**config.mk**
```make
export PLATFORM = sky130hd
export DESIGN_NAME = mem_lsu
export DESIGN_NICKNAME = d
export VERILOG_FILES = /design/src/rtl/mem_lsu.sv
export SDC_FILE = /design/constraint.sdc
export NUM_CORES = 1
export LEC_CHECK = 0
export CORE_AREA = 2 2 156 158
export CTS_CLUSTER_SIZE = 10
export DETAILED_ROUTE_END_ITERATION = 8
export DIE_AREA = 0 0 158 160
export GPL_ROUTABILITY_DRIVEN = 0
export PLACE_DENSITY = 0.72
export SLEW_MARGIN = 0
export SYNTH_ARGS = -nofsm -noshare
export SYNTH_HDL_FRONTEND = slang
export SYNTH_SLANG_ARGS = --single-unit
```
**constraint.sdc**
```tcl
create_clock -name clk -period 2.34 [get_ports clk]
set_clock_uncertainty 0.05 [all_clocks]
set_input_delay 0.468 -clock clk [delete_from_list [all_inputs] [get_ports clk]]
set_output_delay 0.468 -clock clk [all_outputs]
set_load 0.005 [all_outputs]
```
**src/rtl/mem_lsu.sv**
```systemverilog
// mem_lsu -- memory stage load/store unit.
//
// Accepts one operation at a time from the execute stage. Non-memory operations
// pass straight through to writeback. A misaligned load or store is turned into a
// misalign pulse and does not issue a request. An aligned load or store drives one
// request on the data-memory port and holds it until it is granted. Loads then wait
// for read data, then extract and extend the addressed byte or halfword.
//
// Ports
//   clk, rstl                      clock, asynchronous active-low reset
//   valid_exe_2_mem_i / ready_mem_2_exe_o   execute-stage handshake
//   opcode/rd/rd_data_exe_2_mem_i  operation, destination tag, ALU result
//   mem_address_i, mem_data_i      byte address and store data
//   dmem_req_o/we_o/addr_o/be_o/wdata_o     data-memory request side
//   dmem_gnt_i/rvalid_i/rdata_i    data-memory response side
//   valid/we/rd/rd_data_mem_2_wb_o writeback outputs (valid is a 1-cycle pulse)
//   misalign_o, misalign_addr_o    misaligned-access pulse and held fault address
module mem_lsu #(
    parameter int OPC_W = 32,
    parameter int RD_W  = 11
) (
    input  logic             clk,
    input  logic             rstl,
    input  logic             valid_exe_2_mem_i,
    output logic             ready_mem_2_exe_o,
    input  logic [OPC_W-1:0] opcode_exe_2_mem_i,
    input  logic [RD_W-1:0]  rd_exe_2_mem_i,
    input  logic [31:0]      rd_data_exe_2_mem_i,
    input  logic [31:0]      mem_address_i,
    input  logic [31:0]      mem_data_i,
    output logic             dmem_req_o,
    output logic             dmem_we_o,
    output logic [31:0]      dmem_addr_o,
    output logic [3:0]       dmem_be_o,
    output logic [31:0]      dmem_wdata_o,
    input  logic             dmem_gnt_i,
    input  logic             dmem_rvalid_i,
    input  logic [31:0]      dmem_rdata_i,
    output logic             valid_mem_2_wb_o,
    output logic             we_mem_2_wb_o,
    output logic [RD_W-1:0]  rd_mem_2_wb_o,
    output logic [31:0]      rd_data_mem_2_wb_o,
    output logic             misalign_o,
    output logic [31:0]      misalign_addr_o
);

    localparam logic [2:0] OP_LH  = 3'd0;
    localparam logic [2:0] OP_LB  = 3'd1;
    localparam logic [2:0] OP_LW  = 3'd2;
    localparam logic [2:0] OP_LBU = 3'd3;
    localparam logic [2:0] OP_LHU = 3'd4;
    localparam logic [2:0] OP_SW  = 3'd5;
    localparam logic [2:0] OP_SH  = 3'd6;
    localparam logic [2:0] OP_SB  = 3'd7;

    typedef enum logic [1:0] {S_IDLE, S_REQ, S_WAIT} state_t;

    state_t           state_q, state_d;
    logic [2:0]       op_q, op_d;
    logic [1:0]       off_q, off_d;
    logic [RD_W-1:0]  rd_q, rd_d;
    logic             dmem_req_q, dmem_req_d;
    logic             dmem_we_q, dmem_we_d;
    logic [31:0]      dmem_addr_q, dmem_addr_d;
    logic [3:0]       dmem_be_q, dmem_be_d;
    logic [31:0]      dmem_wdata_q, dmem_wdata_d;
    logic             wb_valid_q, wb_valid_d;
    logic             wb_we_q, wb_we_d;
    logic [RD_W-1:0]  wb_rd_q, wb_rd_d;
    logic [31:0]      wb_data_q, wb_data_d;
    logic             mis_q, mis_d;
    logic [31:0]      mis_addr_q, mis_addr_d;

    // Select the addressed byte/halfword from the read word and extend it.
    function automatic logic [31:0] load_extract(input logic [2:0]  op,
                                                 input logic [1:0]  off,
                                                 input logic [31:0] word);
        logic        [7:0]  b;
        logic        [15:0] h;
        logic signed [31:0] r;
        b = word[8*off +: 8];
        h = off[1] ? word[31:16] : word[15:0];
        case (op)
            OP_LB:   r = $signed(b);
            OP_LBU:  r = {24'd0, b};
            OP_LH:   r = $signed(h);
            OP_LHU:  r = {16'd0, h};
            default: r = word;
        endcase
        return r;
    endfunction

    logic [2:0] opc_lo;
    logic       is_mem, is_store, misaligned;
    logic [3:0] be_new;
    logic [31:0] wdata_new;

    always_comb begin
        opc_lo   = opcode_exe_2_mem_i[2:0];
        is_mem   = (opcode_exe_2_mem_i[OPC_W-1:3] == '0);
        is_store = (opc_lo == OP_SW) || (opc_lo == OP_SH) || (opc_lo == OP_SB);
        misaligned = (((opc_lo == OP_LW) || (opc_lo == OP_SW)) && (mem_address_i[1:0] != 2'b00))
                   || (((opc_lo == OP_LH) || (opc_lo == OP_LHU) || (opc_lo == OP_SH))
                       && mem_address_i[0]);
        case (opc_lo)
            OP_SH: begin
                be_new    = mem_address_i[1] ? 4'b1100 : 4'b0011;
                wdata_new = {2{mem_data_i[15:0]}};
            end
            OP_SB: begin
                be_new    = 4'b0001 << mem_address_i[1:0];
                wdata_new = {4{mem_data_i[7:0]}};
            end
            default: begin
                be_new    = 4'b1111;
                wdata_new = mem_data_i;
            end
        endcase
    end

    always_comb begin
        state_d      = state_q;
        op_d         = op_q;
        off_d        = off_q;
        rd_d         = rd_q;
        dmem_req_d   = dmem_req_q;
        dmem_we_d    = dmem_we_q;
        dmem_addr_d  = dmem_addr_q;
        dmem_be_d    = dmem_be_q;
        dmem_wdata_d = dmem_wdata_q;
        wb_valid_d   = 1'b0;
        wb_we_d      = wb_we_q;
        wb_rd_d      = wb_rd_q;
        wb_data_d    = wb_data_q;
        mis_d        = 1'b0;
        mis_addr_d   = mis_addr_q;

        case (state_q)
            S_IDLE: begin
                // Read data arriving here belongs to no transaction and is dropped.
                if (valid_exe_2_mem_i) begin
                    if (!is_mem) begin
                        wb_valid_d = 1'b1;
                        wb_we_d    = 1'b1;
                        wb_rd_d    = rd_exe_2_mem_i;
                        wb_data_d  = rd_data_exe_2_mem_i;
                    end else if (misaligned) begin
                        mis_d      = 1'b1;
                        mis_addr_d = mem_address_i;
                        wb_valid_d = 1'b1;
                        wb_we_d    = 1'b0;
                        wb_rd_d    = rd_exe_2_mem_i;
                    end else begin
                        state_d      = S_REQ;
                        op_d         = opc_lo;
                        off_d        = mem_address_i[1:0];
                        rd_d         = rd_exe_2_mem_i;
                        dmem_req_d   = 1'b1;
                        dmem_we_d    = is_store;
                        dmem_addr_d  = {mem_address_i[31:2], 2'b00};
                        dmem_be_d    = be_new;
                        dmem_wdata_d = wdata_new;
                    end
                end
            end
            S_REQ: begin
                if (dmem_gnt_i) begin
                    dmem_req_d = 1'b0;
                    if (dmem_we_q) begin
                        state_d    = S_IDLE;
                        wb_valid_d = 1'b1;
                        wb_we_d    = 1'b0;
                        wb_rd_d    = rd_q;
                    end else if (dmem_rvalid_i) begin
                        // Grant and data in the same cycle: finish without visiting WAIT.
                        state_d    = S_IDLE;
                        wb_valid_d = 1'b1;
                        wb_we_d    = 1'b1;
                        wb_rd_d    = rd_q;
                        wb_data_d  = load_extract(op_q, off_q, dmem_rdata_i);
                    end else begin
                        state_d = S_WAIT;
                    end
                end
            end
            S_WAIT: begin
                if (dmem_rvalid_i) begin
                    state_d    = S_IDLE;
                    wb_valid_d = 1'b1;
                    wb_we_d    = 1'b1;
                    wb_rd_d    = rd_q;
                    wb_data_d  = load_extract(op_q, off_q, dmem_rdata_i);
                end
            end
            default: state_d = S_IDLE;
        endcase
    end

    always_ff @(posedge clk or negedge rstl) begin
        if (!rstl) begin
            state_q      <= S_IDLE;
            op_q         <= '0;
            off_q        <= '0;
            rd_q         <= '0;
            dmem_req_q   <= 1'b0;
            dmem_we_q    <= 1'b0;
            dmem_addr_q  <= '0;
            dmem_be_q    <= '0;
            dmem_wdata_q <= '0;
            wb_valid_q   <= 1'b0;
            wb_we_q      <= 1'b0;
            wb_rd_q      <= '0;
            wb_data_q    <= '0;
            mis_q        <= 1'b0;
            mis_addr_q   <= '0;
        end else begin
            state_q      <= state_d;
            op_q         <= op_d;
            off_q        <= off_d;
            rd_q         <= rd_d;
            dmem_req_q   <= dmem_req_d;
            dmem_we_q    <= dmem_we_d;
            dmem_addr_q  <= dmem_addr_d;
            dmem_be_q    <= dmem_be_d;
            dmem_wdata_q <= dmem_wdata_d;
            wb_valid_q   <= wb_valid_d;
            wb_we_q      <= wb_we_d;
            wb_rd_q      <= wb_rd_d;
            wb_data_q    <= wb_data_d;
            mis_q        <= mis_d;
            mis_addr_q   <= mis_addr_d;
        end
    end

    // Held low while reset is asserted so upstream cannot hand over an operation.
    assign ready_mem_2_exe_o  = rstl && (state_q == S_IDLE);
    assign dmem_req_o         = dmem_req_q;
    assign dmem_we_o          = dmem_we_q;
    assign dmem_addr_o        = dmem_addr_q;
    assign dmem_be_o          = dmem_be_q;
    assign dmem_wdata_o       = dmem_wdata_q;
    assign valid_mem_2_wb_o   = wb_valid_q;
    assign we_mem_2_wb_o      = wb_we_q;
    assign rd_mem_2_wb_o      = wb_rd_q;
    assign rd_data_mem_2_wb_o = wb_data_q;
    assign misalign_o         = mis_q;
    assign misalign_addr_o    = mis_addr_q;

endmodule

```
# Word level (Yosys, flattened, before mapping)

Cells that the tools add are included.
W data, S select, Z words.

Register bits: 164
Bits in latches: 0
Memory bits (writable): 0
ROM bits: 0
Word-level logic and storage cells: 106
Memories kept: 0

Add/sub/neg operators: 0
Multiply operators: 0
Divide/modulo/power cells: 0
$lt $le $gt $ge: 0
Equality and inequality tests: 18
Shifts and indexed selects: 2
Multiplexer cells: 48
Bitwise gates (word level): 1
Reductions and logical operators: 22

Operators with widths:

| kind                  | count |
|---|---|
| $mux W32              | 5 |
| $pmux W32 S4          | 1 |
| $pmux W32 S3          | 1 |
| $mux W11              | 6 |
| $pmux W32 S2          | 1 |
| $pmux W11 S3          | 1 |
| $shiftx A32 B6 Y8     | 1 |
| $logic_not A29 Y1     | 1 |
| $mux W1               | 19 |
| $mux W16              | 1 |
| $eq A3 B3 Y1 const B  | 5 |
| $reduce_and A5 Y1     | 3 |
| $mux W2               | 7 |
| $ne A2 B2 Y1 const B  | 7 |
| $reduce_and A4 Y1     | 3 |
| $pmux W4 S2           | 1 |
| $eq A3 B2 Y1 const B  | 2 |
| $logic_not A3 Y1      | 2 |
| $logic_or A1 B1 Y1    | 6 |
| $pmux W1 S3           | 2 |
| $pmux W2 S3           | 1 |
| $mux W4               | 1 |
| $reduce_bool A2 Y1    | 2 |
| $shl A1 B2 Y4 const A | 1 |
| 9 further kinds       | 11 |

# Longest topological paths before layout

Depth in word-level cells: 9
Mapped depth: 9
Depth with buffers taken out: 7

# Least setup slack after synthesis

No wires, ideal clock.

Path kind: reg-to-reg
From: register state_q[1]
To: register wb_data_q[10] (netlist: rd_data_mem_2_wb_o[10])
Library setup time: 125 ps
Data arrival time: 2150 ps
Required time: 2165 ps
Slack: 15 ps
Cell stages (with the launch flop): 8
Path buffers: 1
Clock period less this slack: 2325 ps
Path through: dfrtp_1 -> inv_1 -> ha_1 -> nor2b_1 -> a211o_1 -> nor4b_2 -> buf_2 -> mux2_2

Cells in the longest elaborated chain, start to end: 3
Elaborated cells between the ends (all ways): 10
Classes of those cells: 6 x eq/ne; 1 x mux; 3 x reduce/logical

Ends and longest elaborated chain:

| element                                                                    | RTL line | text |
|---|---|---|
| from (decl)                                                                | 58       | `state_t state_q, state_d;` |
| from (signal assigned)                                                     | 217      | `state_q <= state_d;` |
| $eq A2 B1 Y1, or another cell as far along                                 | 138      | `case (state_q)` |
| $ne A2 B2 Y1 (no source line) / $reduce_bool A3 Y1 (equally long branches) | -        |  |
| $reduce_and A5 Y1 (no source line)                                         | -        |  |
| to (signal assigned)                                                       | 229      | `wb_data_q <= wb_data_d;` |
| to (decl)                                                                  | 70       | `logic [31:0] wb_data_q, wb_data_d;` |

Several ways; a longest one is shown, not always the timed one.
A chain may end at the register's enable or synchronous reset.

# Final worst setup path

From: input port opcode_exe_2_mem_i[5]
To: register dmem_addr_q[8] (netlist: dmem_addr_o[8])

Cells in the longest elaborated chain, start to end: 2

Ends and longest elaborated chain:

| element                            | RTL line | text |
|---|---|---|
| from (decl)                        | 26       | `input logic [OPC_W-1:0] opcode_exe_2_mem_i,` |
| $logic_not A29 Y1                  | 100      | `is_mem = (opcode_exe_2_mem_i[OPC_W-1:3] == '0);` |
| $reduce_and A4 Y1 (no source line) | -        |  |
| to (signal assigned)               | 223      | `dmem_addr_q <= dmem_addr_d;` |
| to (decl)                          | 64       | `logic [31:0] dmem_addr_q, dmem_addr_d;` |

No other way between the ends.

==> impl_metrics.ini <==
[status]
status = complete, no violations

[routing]
viasPerCell = 4.91
vias = 6595
first_pass_iters = 5
wire_per_inst_um = 18.6
drc_errors = 0
drtIter0Drc = 303
final_antenna_net_count = 0
routed_wl_mm = 24.9

[critical_path]
cp-end-kind = register
r2r_slack_ns = 0.06
path_max_fanout = 7
rr_startpoint = state_q[0]
worstPathCellList = clkdlybuf4s50_1, nor4_1, nand4_1, or2_4, or3_4, clkbuf_16, mux2_4
r2r_cells = 7
worstSetupPathDepth = 7
startpoint_type = input port
path_class = input port to register
critPathMaxStageDelay_ns = 0.51
path_delay_family = simple AND/OR/NAND/NOR gates
crit_slowest_cell = or3_4
arrival_ns = 2.55
reg2reg_to = rd_data_mem_2_wb_o[23]
required_ns = 2.59
cp.buffers_inverters = 2

[clocking]
cts.sinks = 164
clk_latency_ns = 0.42
ctsRootBufferMaster = clkbuf_16
cts_tree = built
clock_path_buffers = 2
numCtsBuffers = 17
cts_htree_levels = 4
path_clk_slew_ns = 0.07

[grt]
grt_max_degree = 165
grt_pass1_vias = 6731
grtUsageTotal_pct = 18.8
grt_pass1_wl_mm = 37.2
antenna_found_initial = 0
grt_overflow = 0

[floorplanning]
num_io_pins = 325
die_x_um = 158
rows = 57
die-area_sq_um = 25300
core_sq_um = 23800
start_util_pct = 34.4
dieHeight_um = 160

[synthesis]
ys_types = 55
syn-mean-instance-area_sq_um = 12.7
synth-seq-cells = 164
ys_seq_area_share_pct = 50.1
async_flop_share_pct = 100
synth_warnings = 0
synth_edf_count = 0
syn_inst = 644
ys.flop_type = dfrtp_1
syn_area_sq_um = 8190

[final_layout]
syn2layout_area_growth_pct = 57.1
design_area_sq_um = 12900
drive_above_1_share_pct = 26.5
multi_input_area_sq_um = 3780
diodes = 0
regArea_sq_um = 4100
mostFrequentLayoutCells = 300 x clkdlybuf4s50_1, 164 x dfrtp_1, 94 x mux2_2
final_nets = 1186
final_common_cell = clkdlybuf4s50_1
n_fill_cell = 2095

[hold_path]
worstHoldPathType = input port to async pin

[place]
port-buffer-count = 322
hpwl_mm = 17.9
placed_area_sq_um = 12000
dp_slack_ns = -0.501

[sta]
setup_viol = 0
fmax_mhz = 435
fin_crit_sh_pct = 98.3
min_period_ns = 2.30
finalWorstSetupSlack_ns = 0.0395
maxSlewViolCount = 0
tightest_slew_ns = 0.949
max-slew-margin-rel_pct = 36.8
hold_viol_final = 0

[power_and_ir_drop]
cellLeakagePower_nw = 6.11
p_per_area_nw_per_um2 = 515
total_power_mw = 6.63
max-vdd-ir-drop_uv = 512

[flow_run]
drv_cap = 0
==> worst max-delay path by stage <==
stage                           startpoint                      to  slack, ns
floorplan                       state_q[1]  rd_data_mem_2_wb_o[10]       0.01
global placement    opcode_exe_2_mem_i[18]         dmem_addr_o[26]      -0.45
detailed placement  opcode_exe_2_mem_i[18]         dmem_addr_o[11]      -0.50
CTS                 opcode_exe_2_mem_i[18]         dmem_addr_o[27]      -0.01
global route                    state_q[0]  rd_data_mem_2_wb_o[23]     -0.007
finish               opcode_exe_2_mem_i[5]          dmem_addr_o[8]       0.04
==> registers in the layout, summed over array words and instances (netlist names) <==
signal and flops:
dmem_be_o 4, off_q 2, op_q 3, dmem_req_o 1, dmem_wdata_o 32, dmem_addr_o 30, misalign_addr_o 32, rd_mem_2_wb_o 11
dmem_we_o 1, state_q 2, misalign_o 1, rd_data_mem_2_wb_o 32, rd_q 11, valid_mem_2_wb_o 1, we_mem_2_wb_o 1
==> area by class of cell <==
| type | instances | area share (%) |
|---|---|---|
| inverter | 11 | 0.321 |
| clock buffer | 17 | 3.31 |
| clock inverter | 15 | 1.35 |
| tap | 324 | 3.15 |
| multi-input combinational | 427 | 29.4 |
| sequential | 164 | 31.9 |
| timing repair buffer | 384 | 30.5 |
==> timing repair <==
| action | 4_1_cts | 5_1_grt |
|---|---|---|
| setup endpoints to repair | 63 | 143 |
| hold buffers | 0 | 0 |
| gates resized for setup | 3 | 36 |
| cloned | 0 | 6 |
| buffers inserted | 2 | 5 |
| pin swaps | 0 | 12 |
==> Yosys cell counts, types with 14 or more instances <==
library cell    n  area (sq um)
a221oi_1       14           123
mux2i_1        14           140
dfrtp_1       164          4100
nor2_1         45           169
mux2_4         69          1040
a21oi_1        36           180
o21ai_0        15          75.1
a22o_1         22           193
nand2_1        31           116
mux2_2         94          1060
a31oi_1        17           106
clkbuf_1       20          75.1
==> per-layer routing <==
metal | wire length (um) | up-vias | GRT usage, %
li1 | - | 3077 | -
met1 | 10700 | 3257 | 24.1
met2 | 12300 | 228 | 31.9
met3 | 1450 | 33 | 4.23
met4 | 494 | 0 | 5.32
met5 | 0 | - | 0
==> where the power goes <==
part	switching (mW)	internal (mW)	leakage, nW
logic	0.316	0.553	3.63
clock network	1.37	1.45	0.290
registers	0.0401	2.91	2.18
total	1.72	4.91	6.11
==> stage by stage <==
step	instances	util (%)	hold slack, ns	setup TNS, ns
after floorplan	645	-	0.122	0
after global placement	1297	50.3	0.426	-56.51
after detailed placement	1297	50.3	0.431	-64.78
after CTS	1331	52.9	0.216	-0.0678
after global routing	1342	54.0	0.229	-0.00719
final	1342	54.0	0.158	0
==> cell families (layout without fill, tap and decap cells) <==
group	Yosys count	after routing	share of synthesized area, %
fa+ha+maj	5	5	0.764
compound gates	123	123	10.1
buf+inv	55	427	4.42
flops	164	164	50.1
mux	180	180	27.7
simple gates	116	117	6.80
other cells	1	2	0.0458
(Power assumes the default switching activity.)
